[config.mk]
export PLATFORM = sky130hd
export DESIGN_NAME = pool_fc_flatten
export DESIGN_NICKNAME = d
export VERILOG_FILES = /design/src/rtl/cim_pkg.sv /design/src/rtl/pool_fc_flatten.sv
export SDC_FILE = /design/constraint.sdc
export NUM_CORES = 1
export LEC_CHECK = 0
export CAP_MARGIN = 25
export CORE_AREA = 8 8 101 103
export CTS_CLUSTER_SIZE = 25
export DETAILED_ROUTE_END_ITERATION = 8
export DIE_AREA = 0 0 109 111
export PLACE_DENSITY = 0.69
export SLEW_MARGIN = 20
export SYNTH_ARGS = -nofsm -noshare
export SYNTH_HDL_FRONTEND = slang
export SYNTH_SLANG_ARGS = --single-unit
export TNS_END_PERCENT = 20
[constraint.sdc]
create_clock -name clk -period 6.95 [get_ports clk]
set_input_delay 1.7375 -clock clk [delete_from_list [all_inputs] [get_ports clk]]
set_output_delay 1.7375 -clock clk [all_outputs]
set_load 0.01 [all_outputs]
[src/rtl/cim_pkg.sv]
// Shared definitions for the pool -> fc flatten adapter.
//   flat_state_e : flatten FSM states (IDLE, SERIAL, WAIT_FC, START)
//   flat_addr_w  : address width for a channels x width x width buffer
//   flat_addr    : channel-major flattened address ch*width^2 + pix
//   FLAT_ADDR_W_DEFAULT : address width for the default 5 x 12 x 12 geometry
package cim_pkg;

  typedef enum logic [1:0] {
    IDLE,
    SERIAL,
    WAIT_FC,
    START
  } flat_state_e;

  function automatic int unsigned flat_addr_w(input int unsigned channels,
                                              input int unsigned width);
    int unsigned n;
    n = channels * width * width;
    return (n > 1) ? $clog2(n) : 1;
  endfunction

  localparam int unsigned FLAT_ADDR_W_DEFAULT = flat_addr_w(5, 12);

  function automatic int unsigned flat_addr(input int unsigned ch,
                                            input int unsigned pix,
                                            input int unsigned width);
    return ch * width * width + pix;
  endfunction

endpackage

[src/rtl/pool_fc_flatten.sv]
// pool_fc_flatten: adapter between a pool_layer and the following fc_layer.
// Takes one pixel vector (all channels in parallel) per handshake, writes its
// elements one per cycle into the fc input buffer in channel-major order, and
// after a full frame issues a one-cycle start to the fc_layer once it is idle.
//
// Ports:
//   clk, rst        clock; asynchronous active-low reset
//   i_valid, i_data pooled pixel vector from the pool stage
//   o_busy          cannot accept i_valid this cycle (combinational)
//   i_fc_busy       fc_layer busy flag
//   o_ibuf_we/_wr_data/_addr  registered fc input-buffer write port
//   o_start         registered one-cycle start pulse to fc_layer
//
// Optional build macro FLATTEN_RELU_EN: clamps negative (signed) elements to
// zero on the write path; undefined, data passes through bit-exact.
module pool_fc_flatten
  import cim_pkg::*;
#(
  parameter int unsigned input_channels = 5,
  parameter int unsigned img_width      = 12,
  parameter int unsigned datatype_size  = 8,
  parameter int unsigned input_size     = input_channels * img_width * img_width
) (
  input  logic                                         clk,
  input  logic                                         rst,
  input  logic                                         i_valid,
  input  logic [input_channels-1:0][datatype_size-1:0] i_data,
  output logic                                         o_busy,
  input  logic                                         i_fc_busy,
  output logic                                         o_ibuf_we,
  output logic [datatype_size-1:0]                     o_ibuf_wr_data,
  output logic [$clog2(input_size)-1:0]                o_ibuf_addr,
  output logic                                         o_start
);

  localparam int unsigned AW  = $clog2(input_size);
  localparam int unsigned PIX = img_width * img_width;
  localparam int unsigned CW  = (input_channels > 1) ? $clog2(input_channels) : 1;
  localparam int unsigned PW  = (PIX > 1) ? $clog2(PIX) : 1;

  typedef logic [input_channels-1:0][datatype_size-1:0] vec_t;

  flat_state_e              state_q;
  logic [CW-1:0]            ch_q;
  logic [CW-1:0]            ch_d;
  logic [PW-1:0]            pix_q;
  logic [PW-1:0]            pix_d;
  vec_t                     vec_q;
  logic                     we_q;
  logic [datatype_size-1:0] data_q;
  logic [AW-1:0]            addr_q;
  logic                     start_q;
  logic                     busy;
  logic                     last_ch;
  logic                     frame_end;

  function automatic logic [datatype_size-1:0] clamp(input logic [datatype_size-1:0] v);
`ifdef FLATTEN_RELU_EN
    return v[datatype_size-1] ? '0 : v;
`else
    return v;
`endif
  endfunction

  always_comb begin
    ch_d      = ch_q + 1'b1;
    last_ch   = (ch_q == CW'(input_channels - 1));
    frame_end = (pix_q == PW'(PIX - 1));
    pix_d     = frame_end ? '0 : pix_q + 1'b1;
    busy      = (state_q != IDLE) || ((pix_q == '0) && i_fc_busy);
  end

  // ch_q names the element currently presented on the write port. Element 0
  // is registered straight from i_data on acceptance and element k+1 while
  // element k is shown, so writes land on the cycles right after acceptance
  // and the FSM returns to IDLE the cycle after the last write.
  always_ff @(posedge clk or negedge rst) begin
    if (!rst) begin
      state_q <= IDLE;
      ch_q    <= '0;
      pix_q   <= '0;
      vec_q   <= '0;
      we_q    <= 1'b0;
      data_q  <= '0;
      addr_q  <= '0;
      start_q <= 1'b0;
    end else begin
      case (state_q)
        IDLE: begin
          if (i_valid && !busy) begin
            vec_q   <= i_data;
            ch_q    <= '0;
            we_q    <= 1'b1;
            data_q  <= clamp(i_data[0]);
            addr_q  <= AW'(flat_addr(32'd0, 32'(pix_q), img_width));
            state_q <= SERIAL;
          end
        end
        SERIAL: begin
          if (last_ch) begin
            we_q    <= 1'b0;
            pix_q   <= pix_d;
            state_q <= frame_end ? WAIT_FC : IDLE;
          end else begin
            ch_q   <= ch_d;
            data_q <= clamp(vec_q[ch_d]);
            addr_q <= AW'(flat_addr(32'(ch_d), 32'(pix_q), img_width));
          end
        end
        WAIT_FC: begin
          if (!i_fc_busy) begin
            start_q <= 1'b1;
            state_q <= START;
          end
        end
        START: begin
          start_q <= 1'b0;
          state_q <= IDLE;
        end
        default: state_q <= IDLE;
      endcase
    end
  end

  assign o_busy         = busy;
  assign o_ibuf_we      = we_q;
  assign o_ibuf_wr_data = data_q;
  assign o_ibuf_addr    = addr_q;
  assign o_start        = start_q;

endmodule

Word level (Yosys, flattened, before mapping). Cells that the tools add are included.

Add/subtract/negate cells: 3. $mul: 2. $lt $le $gt $ge: 1. Equality and inequality tests: 9. Multiplexer cells: 22. Reduce and logical (&&, ||, !) cells: 15.

Operators by type and width (count): $mux 8 (4); $bmux 8 s3 (1); $mux 10 (2); $pmux 10 s2 (1); $pmux 8 s2 (1); $add 10x8->10 (1); $reduce_and 3->1 (3); $add 8x1->8 const B (1); $eq 8x8->1 const B (1); $logic_not 8->1 (1); $mux 2 (4); $ne 2x2->1 const B (4); $pmux 2 s4 (1); $mul 5x2->6 const B (1); $mux 3 (2); $pmux 3 s2 (1); $reduce_and 2->1 (3); $reduce_bool 2->1 (3); $mul 3x2->5 const B (1); $eq 2x2->1 const B (2); $lt 3x4->1 const B (1); $pmux 1 s2 (2); $add 3x1->3 const B (1); $eq 3x3->1 const B (1); other kinds (6) (9).

Register bits after elaboration: 73. Input bits: 44. Output and inout bits: 21. Word-level logic and storage cells: 64.

Logic depth before layout (Yosys ltp). Gate-level depths: netlist of run 1.

Word-level depth: 7. Mapped depth: 14. Gate-level depth less buffers: 12.

Worst setup path after synthesis of run 1. Ideal clock, no wire load.

Path kind: register -> register. From: register ch_q[0]. To: register addr_q[9] (netlist: o_ibuf_addr[9]). Data arrival time: 3860 ps. Data required time: 6867 ps. Setup slack: 3008 ps. Cell stages (with the launch flop): 14. Clock period less this slack: 3942 ps. Path through: dfrtp_1 > buf_4 > inv_1 > ha_1 > buf_1 > inv_1 > fa_1 > inv_1 > fa_1 > ha_1 > nand3_1 > o211ai_1 > xor3_1 > o21ai_0.

Cells in the longest elaborated chain, start to end: 6. Elaborated cells between the ends (all ways): 9.

RTL lines: from (decl) (RTL line pool_fc_flatten.sv:44) `logic [CW-1:0] ch_q;`; from (signal assigned) (RTL line pool_fc_flatten.sv:105) `ch_q <= ch_d;`; $add 3x1->3 (RTL line pool_fc_flatten.sv:66) `ch_d = ch_q + 1'b1;`; $mul 3x2->5 (RTL line cim_pkg.sv:27) `return ch * width * width + pix;`; $mul 5x2->6 (RTL line cim_pkg.sv:27); $add 10x8->10 (RTL line cim_pkg.sv:27); $mux 10 (RTL line pool_fc_flatten.sv:100) `if (last_ch) begin`; $pmux 10 s2 (RTL line pool_fc_flatten.sv:88) `case (state_q)`; to (signal assigned) (RTL line pool_fc_flatten.sv:95) `addr_q <= AW'(flat_addr(32'd0, 32'(pix_q), img_width));`; to (signal assigned) (RTL line pool_fc_flatten.sv:107) `addr_q <= AW'(flat_addr(32'(ch_d), 32'(pix_q), img_width));`; to (decl) (RTL line pool_fc_flatten.sv:51) `logic [AW-1:0] addr_q;`.

Parallel ways exist; a longest one is shown, timed or not. The select of a mux whose other input is x is not followed. A chain may end at the register's enable or synchronous reset.

Worst setup path after layout of run 1.
From: input port i_fc_busy. To: output port o_busy.

Cells in the longest elaborated chain, start to end: 2.

RTL lines: from (decl) (RTL line pool_fc_flatten.sv:29) `input logic i_fc_busy,`; $logic_and 1x1->1 (RTL line pool_fc_flatten.sv:70) `busy = (state_q != IDLE) || ((pix_q == '0) && i_fc_busy);`; $logic_or 1x1->1 (RTL line pool_fc_flatten.sv:70); to (decl) (RTL line pool_fc_flatten.sv:28) `output logic o_busy,`.

No other way between the ends.

==> run_results.csv, run 1 <==
group,metric,value,unit
grt,grt-ovfl-total,0,
synth,ys_seq_area_share,48.2,%
placed_design,dp_hpwl,5630,um
route,drt_pass1_iterations,4,
worst_setup_path,critical-path-top-delay-family,"buffers and inverters",
timing,finalSetupViolCount,0,
clocking,clkSlewWorstSetupHoldPaths,80,ps
timing,finClkSkew,11.2,ps
route,wire_per_inst,17.2,um
synth,synth.most_common_cell,"dfrtp_1",
worst_hold_path,hp-class,"reg -> reg",
timing,worstMarginPinSlew,977,ps
synth,syn_area_per_cell,12.9,sq um
pwr,ir_drop,0.215,mV
status,run_status,"finished, final reports clean",
clocking,cts_setup_buffers,0,
timing,maxSlewHeadroom,34.7,%
worst_setup_path,path_max_fanout,3,
grt,grt_busiest_layer,"met2",
cells_and_area,finalNetCount,418,
grt,grt_use_met1,17.8,%
clocking,ctsRootBufferMaster,"clkbuf_8",
grt,grt_pass1_wl,13900,um
timing,fin_crit_sh,67.6,%
placed_design,placed_area,0.00448,sq mm
synth,ys.flop_type,"dfrtp_1",
floorplanning,die_y,111,um
floorplanning,initial_core_util,44.4,%
synth,synthCells,294,
route,via_per_inst,5.35,
clocking,h-tree-depth,3,
route,via_count,2515,
floorplanning,core,0.00855,sq mm
synth,syn_nets,355,
pwr,p_per_area,475,mW/mm^2
timing,timing.setup.tns,0,ps
route,route.detailed.drc,0,
worst_setup_path,cp_cell_sequence,"clkdlybuf4s50_1 -> nand4_1 -> nand2_1 -> clkdlybuf4s50_1",
clocking,cts_inserted_buffers,9,
job,max-cap-violations,0,
grt,grt_pass1_vias,2792,
clocking,ctsHoldBuffers,0,
worst_setup_path,worst-endpoint-arrival,2960,ps
clocking,ctsResizeCount,0,
clocking,max-clock-path-buffers,2,
worst_setup_path,critPathCaptureType,"output pin",
placed_design,place_congestion,0.796,
worst_setup_path,critPathBufInv,2,
worst_setup_path,crit_top_cell,"clkdlybuf4s50_1",
cells_and_area,area_delta_synth_final,23.9,%
floorplanning,pin_count,65,
synth,synth-seq-cells,73,
timing,hold_violations,0,
route,drt_iter0_markers,63,
cells_and_area,finalInstanceArea,0.00470,sq mm
worst_setup_path,slowest_delay,530,ps
worst_setup_path,cp_slowest_cell,"clkdlybuf4s50_1",
worst_setup_path,worst_ep_required_time,5210,ps
clocking,cts_tree,"done",
floorplanning,die_w,109,um
floorplanning,rows,34,
timing,rsz0062_at_grt,"no",
synth,ys_async_sr_fraction,100,%
synth,synth.cell_area,0.00379,sq mm
grt,grt_use_total,14.6,%
timing,slew_viol_final,0,
timing,fin_crit,4700,ps
route,routed_wl,8100,um
synth,ys_warn_count,0,
grt,grt_max_degree,74,
cells_and_area,n_antenna_cell,0,
grt,met3_usage,3.49,%
route,antenna_left,0,
clocking,clk_latency,360,ps
timing,max_freq,213,MHz
synth,synth_top_area_share,48.2,%
synth,synth_edf_count,0,
placed_design,io_buffers,64,
synth,synthTopCellsByCount,"73 x dfrtp_1, 37 x mux2_4, 28 x nand2_1",
pwr,p_leak,2.06,nW
worst_setup_path,worstSetupPathType,"in -> out",
clocking,cts.sink_count,73,
synth,yosysTopAreaCell,"dfrtp_1",
synth,synth_area_leaders,"dfrtp_1 48%, mux2_4 15%, mux4_2 4.7%",
timing,fin_hold_ws,484,ps
worst_setup_path,critPathLaunchType,"input port",
cells_and_area,postLayoutCoreUtil,55.0,%
floorplanning,dieArea,0.0121,sq mm
grt,antenna_found_initial,0,
synth,ys_types,43,
grt,gr-usage-met2,24.1,%
cells_and_area,layout-drive-gt1-share,21.5,%
worst paths after layout:
| check | from | endpoint | slack [ps] | cells past startpoint |
|---|---|---|---|---|
| worst max register to register | ch_q[0] | o_ibuf_addr[9] | 2310 | 11 |
| worst max-delay path | i_fc_busy | o_busy | 2250 | 4 |
| max in group asynchronous | rst | vec_q[14] | 5090 | 3 |
| worst min register to register | o_ibuf_addr[1] | o_ibuf_addr[1] | 480 | 2 |
| worst min-delay path | o_ibuf_addr[1] | o_ibuf_addr[1] | 480 | 2 |
| min in group asynchronous | rst | vec_q[36] | 1320 | 2 |
cells by family (layout without fill, tap and decap cells):
| kind of cell | count (synthesis) | in the layout | share of synthesized area, % |
|---|---|---|---|
| xor gates and xnor gates | 12 | 12 | 3.17 |
| muxes | 54 | 54 | 22.0 |
| DFF | 73 | 73 | 48.2 |
| AOI/OAI and AO/OA | 44 | 44 | 7.98 |
| and+or+nand+nor | 66 | 66 | 8.51 |
| buffers and inverters | 28 | 96 | 4.02 |
| adders and majority gates | 17 | 17 | 6.20 |
per-layer routing:
metal  routed length [um]  part of all wire [%]
met4                  137                   1.7
met5                    0                     0
met1                 3550                    44
met2                 4040                    50
met3                  367                   4.5
cells in the final DEF (no fill, tap or decap), types with 2 or more instances in the layout:
cell             Yosys  routed
fa_1                 3       3
ha_1                14      14
nand4_1              2       2
nor2_1              18      18
mux2i_1              3       3
clkdlybuf4s50_1      0      63
a21oi_1              6       6
nand2_1             28      28
clkbuf_8             0       9
o31ai_1              9       9
inv_1               12      12
o21ai_0             12      12
xnor2_1              8       8
a221oi_1             8       8
clkinv_2             0       3
nor3_2               2       2
xor2_1               3       3
dfrtp_1             73      73
nand3_1              4       4
mux4_2               8       8
mux2_2               6       6
mux2_4              37      37
buf_4                1       3
a21o_1               4       4
nor3_1               2       2
tightest hold or removal path, cell delays in order, from the launching register on:
cell and delay (ps):
dfrtp_1 350, nand2_1 40, o21ai_0 60
registers in the layout (all words and copies together), names as in the netlist, named ones only:
register and cells:
ch_q 3, o_start 1, pix_q 8, o_ibuf_addr 10
state_q 1, o_ibuf_wr_data 8, o_ibuf_we 1, vec_q 40
power by group:
| part | switching [mW] | internal, mW |
|---|---|---|
| clock network | 0.168 | 0.166 |
| registers | 0.145 | 0.623 |
| logic | 0.500 | 0.630 |
per-stage QoR:
stage | cells | power (mW) | setup slack [ps]
after floorplan | 294 | 1.60 | 3010
after global placement | 453 | 1.87 | 2280
after detailed placement | 453 | 1.91 | 2240
after CTS | 469 | 2.25 | 2240
after global routing | 470 | 2.39 | 1950
final | 470 | 2.23 | 2250
area by class of cell:
| type | instances | area [sq um] |
|---|---|---|
| clock buffers | 9 | 124 |
| clock inverters | 7 | 70.1 |
| fillers | 729 | 3850 |
| inverters | 12 | 45.0 |
| multi-input cells | 193 | 1810 |
| flip-flops and latches | 73 | 1830 |
| well taps | 108 | 135 |
| repair buffers | 68 | 686 |
No activity file was read; power rests on OpenSTA's default activity.
==> run 2: changes to the inputs <==
- clock period: 6.95 -> 4.9 ns (I/O delays scaled with it)
==> run 2 against run 1 <==
Compared with the run above:
- cell count is 0.21% higher
- routed wire length is 2.5% lower
- sequential power is 38% higher
- final area hardly changed
- utilization hardly changed
==> run_results.csv, run 2 (same netlist as run 1, synthesis figures left out) <==
group,metric,value,unit
worst_setup_path,worst_ep_required_time,3670,ps
timing,finalSetupViolCount,0,
clocking,ctsHoldBuffers,0,
status,run_status,"finished, final reports clean",
timing,max_freq,272,MHz
route,antenna_left,0,
worst_setup_path,critical-path-top-delay-family,"buffers and inverters",
timing,hold_violations,0,
timing,fin_crit_sh,75.1,%
floorplanning,die_y,111,um
worst_setup_path,worstSetupPathType,"in -> out",
floorplanning,dieArea,0.0121,sq mm
grt,grt-ovfl-total,0,
timing,slew_viol_final,0,
worst_setup_path,cp_slowest_cell,"clkdlybuf4s50_1",
pwr,intPower,2.03,mW
cells_and_area,layout_commonest_cell,"dfrtp_1",
floorplanning,initial_core_util,44.4,%
timing,worstMarginPinSlew,1010,ps
clocking,max-clock-path-buffers,2,
cells_and_area,finalNetCount,419,
clocking,cts_inserted_buffers,9,
route,route.detailed.drc,0,
pwr,totalPowerFinal,3.19,mW
cells_and_area,final_cell_mix,"73 x dfrtp_1, 63 x clkdlybuf4s50_1, 37 x mux2_4, 28 x nand2_1, 18 x nor2_1",
cells_and_area,area_delta_synth_final,23.8,%
worst_setup_path,path_max_fanout,3,
timing,timing.setup.tns,0,ps
pwr,ir_drop,0.315,mV
timing,finClkSkew,14.5,ps
clocking,h-tree-depth,3,
timing,fin_crit,3680,ps
route,drt_pass1_iterations,4,
worst_setup_path,slowest_delay,530,ps
cells_and_area,layout-drive-gt1-share,21.5,%
timing,fin_hold_ws,488,ps
placed_design,placed_area,0.00449,sq mm
worst_setup_path,critPathBufInv,2,
placed_design,place_congestion,0.781,
timing,maxSlewHeadroom,32.2,%
route,wire_per_inst,16.8,um
pwr,p_sw,1.16,mW
floorplanning,core,0.00855,sq mm
job,max-cap-violations,0,
clocking,clk_latency,350,ps
clocking,cts_setup_buffers,0,
cells_and_area,n_antenna_cell,0,
worst_setup_path,worst-endpoint-arrival,2450,ps
clocking,clkSlewWorstSetupHoldPaths,80,ps
floorplanning,rows,34,
worst_setup_path,cp_cell_sequence,"clkdlybuf4s50_1 -> nand4_1 -> nand2_1 -> clkdlybuf4s50_1",
pwr,p_per_area,678,mW/mm^2
clocking,cts_tree,"done",
grt,grt_max_degree,44,
pwr,combPwrFrac,51.3,%
route,routed_wl,7890,um
grt,grt_use_total,13.6,%
worst_setup_path,crit_top_cell,"clkdlybuf4s50_1",
worst_setup_path,critPathCaptureType,"output pin",
grt,grt_pass1_wl,13100,um
pwr,power_frac_seq,33.3,%
cells_and_area,largest_reg_flops,40,
pwr,switching_share,36.4,%
timing,rsz0062_at_grt,"no",
placed_design,dpl_worst_slack,1220,ps
pwr,p_leak,2.06,nW
cells_and_area,finalInstanceArea,0.00470,sq mm
pwr,pwr-share-clk,15.3,%
floorplanning,die_w,109,um
clocking,ctsRootBufferMaster,"clkbuf_8",
clocking,cts.sink_count,73,
route,via_count,2447,
grt,antenna_found_initial,0,
cells_and_area,largest-register,"vec_q",
grt,grt_pass1_vias,2625,
placed_design,io_buffers,64,
route,via_per_inst,5.20,
timing,finalWorstSetupSlack,1220,ps
placed_design,dp_hpwl,5610,um
worst_setup_path,critPathLaunchType,"input port",
clocking,ctsResizeCount,0,
route,drt_iter0_markers,79,
worst_hold_path,hp-class,"reg -> reg",
floorplanning,pin_count,65,
[run 2: cell type report]
class,instances,area [sq um]
fillers,735,3850
flip-flops and latches,73,1830
multi-input cells,193,1810
repair buffers,69,673
well taps,108,135
clock buffers,10,128
clock inverters,6,75.1
inverters,12,45.0
[run 2: layer usage]
metal  track usage (%)  vias up  part of all wire (%)
met5                 0        -                     0
met3              3.26        6                   4.2
met4              3.74        0                   1.1
met2              21.6       52                    48
li1                  -     1176                     -
met1              17.9     1213                    47
[run 2: worst reg2reg max path, stage by stage, from the launching register on]
cell and delay, ps:
dfrtp_1 320, buf_4 240, inv_1 190, ha_1 330, inv_1 100, fa_1 540
inv_1 70, fa_1 470, ha_1 360, nand3_1 90, o211ai_1 230, xor3_1 350
o21ai_0 140
[run 2: worst paths after layout]
kind | startpoint | endpoint | slack [ps] | depth (start not counted)
min | o_ibuf_addr[0] | o_ibuf_addr[0] | 490 | 2
max reg2reg | ch_q[0] | o_ibuf_addr[9] | 1410 | 12
min reg2reg | o_ibuf_addr[0] | o_ibuf_addr[0] | 490 | 2
max in group asynchronous | rst | ch_q[2] | 2960 | 2
max | i_fc_busy | o_busy | 1220 | 4
min in group asynchronous | rst | vec_q[21] | 940 | 1
[run 2: through the flow]
| stage | utilization, % | cells |
|---|---|---|
| floorplan | - | 294 |
| global placement | 52.6 | 455 |
| detailed placement | 52.6 | 455 |
| CTS | 54.9 | 471 |
| global route | 54.9 | 471 |
| finish | 54.9 | 471 |
[run 2: power by group through the flow]
| stage | clock network [mW] | logic [mW] | registers (mW) |
|---|---|---|---|
| after floorplan | 0 | 1.22 | 1.05 |
| after global placement | 0 | 1.60 | 1.06 |
| after detailed placement | 0 | 1.65 | 1.07 |
| after CTS | 0.496 | 1.66 | 1.06 |
| after global routing | 0.525 | 1.81 | 1.10 |
| final | 0.489 | 1.63 | 1.06 |
==> run 3: changes to the inputs <==
- PLACE_DENSITY: 0.69 -> 0.71
- clock period: 4.9 -> 3.2 ns (I/O delays scaled with it)
==> run 3 against run 2 <==
Compared with the run above:
- register-to-register slack worse by 1200 ps
- sequential power is 55% higher
- critical path type is now reg -> reg
- count of clock-buffer cells in the layout is 2 higher
- utilization increased by 1.8 points
- worst hold slack got worse by 2.6 ps
- clock power rose by 83%
- total power is 67% higher
- via count up 2.8%
- largest cell class is now multi-input combinational cells
==> run_results.csv, run 3 (same netlist as run 1, synthesis figures left out) <==
group,metric,value,unit
cells_and_area,largest_reg_flops,40,
timing,timing.setup.tns,0,ps
placed_design,place_congestion,0.831,
route,route.detailed.drc,0,
worst_hold_path,hp-class,"reg -> reg",
cells_and_area,area_delta_synth_final,27.9,%
clocking,cts_inserted_buffers,9,
floorplanning,rows,34,
cells_and_area,final_cell_mix,"72 x dfrtp_1, 63 x clkdlybuf4s50_1, 37 x mux2_4, 28 x nand2_1, 18 x nor2_1",
pwr,p_sw,1.84,mW
pwr,p_per_area,1100,mW/mm^2
timing,finClkSkew,11.6,ps
grt,grt_pass1_vias,2781,
cells_and_area,final_cells,477,
placed_design,io_buffers,64,
cells_and_area,layout-drive-gt1-share,24.7,%
worst_setup_path,path_max_fanout,5,
clocking,clk_latency,340,ps
pwr,ir_drop,0.488,mV
route,drt_iter0_markers,75,
route,via_count,2516,
grt,grt_use_total,14.7,%
placed_design,dp_hpwl,5900,um
clocking,ctsRootBufferMaster,"clkbuf_8",
route,via_per_inst,5.27,
route,routed_wl,8180,um
worst_setup_path,critPathCaptureType,"flip-flop",
cells_and_area,n_antenna_cell,0,
clocking,cts.sink_count,73,
worst_setup_path,worstSetupPathType,"reg -> reg",
worst_setup_path,critPathLaunchType,"flip-flop",
placed_design,place_inst,458,
timing,finalSetupViolCount,0,
clocking,h-tree-depth,3,
worst_setup_path,worst-endpoint-arrival,3290,ps
floorplanning,core,0.00855,sq mm
cells_and_area,finalNetCount,425,
timing,max_freq,330,MHz
clocking,ctsHoldBuffers,0,
clocking,max-clock-path-buffers,2,
timing,maxSlewHeadroom,39.0,%
floorplanning,die_y,111,um
pwr,switching_share,34.5,%
pwr,power_frac_seq,30.9,%
grt,grt-ovfl-total,0,
worst_setup_path,worst_ep_required_time,3460,ps
job,max-cap-violations,0,
pwr,pwr-share-clk,16.8,%
grt,met3_usage,2.67,%
timing,hold_violations,0,
grt,gr-usage-met2,23.1,%
route,wire_per_inst,17.1,um
grt,grt_busiest_layer,"met2",
pwr,combPwrFrac,52.3,%
pwr,p_leak,2.13,nW
floorplanning,initial_core_util,44.4,%
pwr,intPower,3.48,mW
cells_and_area,largest-register,"vec_q",
grt,grt_pass1_wl,14100,um
floorplanning,dieArea,0.0121,sq mm
floorplanning,pin_count,65,
clocking,clkSlewWorstSetupHoldPaths,70,ps
status,run_status,"finished, final reports clean",
timing,slew_viol_final,0,
grt,grt_use_met1,18.9,%
timing,worstMarginPinSlew,915,ps
timing,fin_crit,3030,ps
timing,fin_crit_sh,94.6,%
grt,grt_max_degree,74,
cells_and_area,layout_commonest_cell,"dfrtp_1",
cells_and_area,fillCellCount,709,
timing,rsz0062_at_grt,"no",
route,drt_pass1_iterations,4,
grt,antenna_found_initial,0,
route,antenna_left,0,
clocking,cts_tree,"done",
floorplanning,die_w,109,um
==> run 3: changes by cell type in the layout (fill, tap and decap cells not counted), sizes merged <==
cell    previous run  this run
bufinv             1         3
inv               14        11
clkbuf            10        12
clkinv             2         1
buf                6        12
==> run 3: power groups by stage <==
stage,Combinational [mW],Clock [mW],Sequential [mW]
final,2.78,0.896,1.64
after floorplan,2.06,0,1.61
after global placement,2.68,0,1.64
after global routing,3.05,0.956,1.70
after CTS,2.78,0.921,1.64
after detailed placement,2.77,0,1.65
==> run 3: layer usage <==
layer	wire (um)	up-vias
met3	334	14
met1	3660	1250
li1	-	1188
met2	4030	64
met4	151	0
met5	0	-
==> run 3: path summary, 6_finish.rpt <==
path	start	end	slack (ps)	depth (start not counted)
min in group asynchronous	rst	o_ibuf_addr[4]	580	1
max in group asynchronous	rst	ch_q[0]	1950	1
max reg2reg	ch_q[0]	o_ibuf_addr[9]	170	11
min	o_ibuf_addr[4]	o_ibuf_addr[4]	480	2
max	ch_q[0]	o_ibuf_addr[9]	170	11
min reg2reg	o_ibuf_addr[4]	o_ibuf_addr[4]	480	2
==> run 3: through the flow <==
step / hold slack (ps) / util (%) / power, mW / instance area [sq um] / setup WS [ps]
3_5_place_dp: 474 / 53.4 / 4.42 / 4570 / 24.6
2_1_floorplan: 476 / - / 3.67 / 3840 / -71.7
4_1_cts: 491 / 56.4 / 5.34 / 4820 / 24.6
5_1_grt: 504 / 56.8 / 5.70 / 4850 / 30.6
3_3_place_gp: 462 / 53.4 / 4.31 / 4570 / 178
6_report: 485 / 56.8 / 5.32 / 4850 / 173
==> run 3: cell type report <==
cell class | count | area [sq um] | share of cell area [%]
Multi-Input combinational cell | 193 | 1850 | 38.2
Sequential cell | 73 | 1830 | 37.7
Timing Repair Buffer | 75 | 733 | 15.1
Clock buffer | 12 | 155 | 3.20
Tap cell | 108 | 135 | 2.78
Clock inverter | 4 | 98.8 | 2.04
Inverter | 12 | 51.3 | 1.06
==> run 3: critical path, cell delays in order, from the launching register on <==
cell and delay, ps:
dfrtp_2 420, clkinvlp_4 160, ha_4 320, inv_4 50, fa_1 480, inv_1 60, fa_1 480, ha_4 310
nand3_2 60, o211ai_1 230, xor3_1 260, o21ai_1 130
==> run 3: what timing repair did <==
action / CTS / global route
buffers inserted: 0 / 3
setup endpoints to repair: 0 / 2
resized for setup: 0 / 2
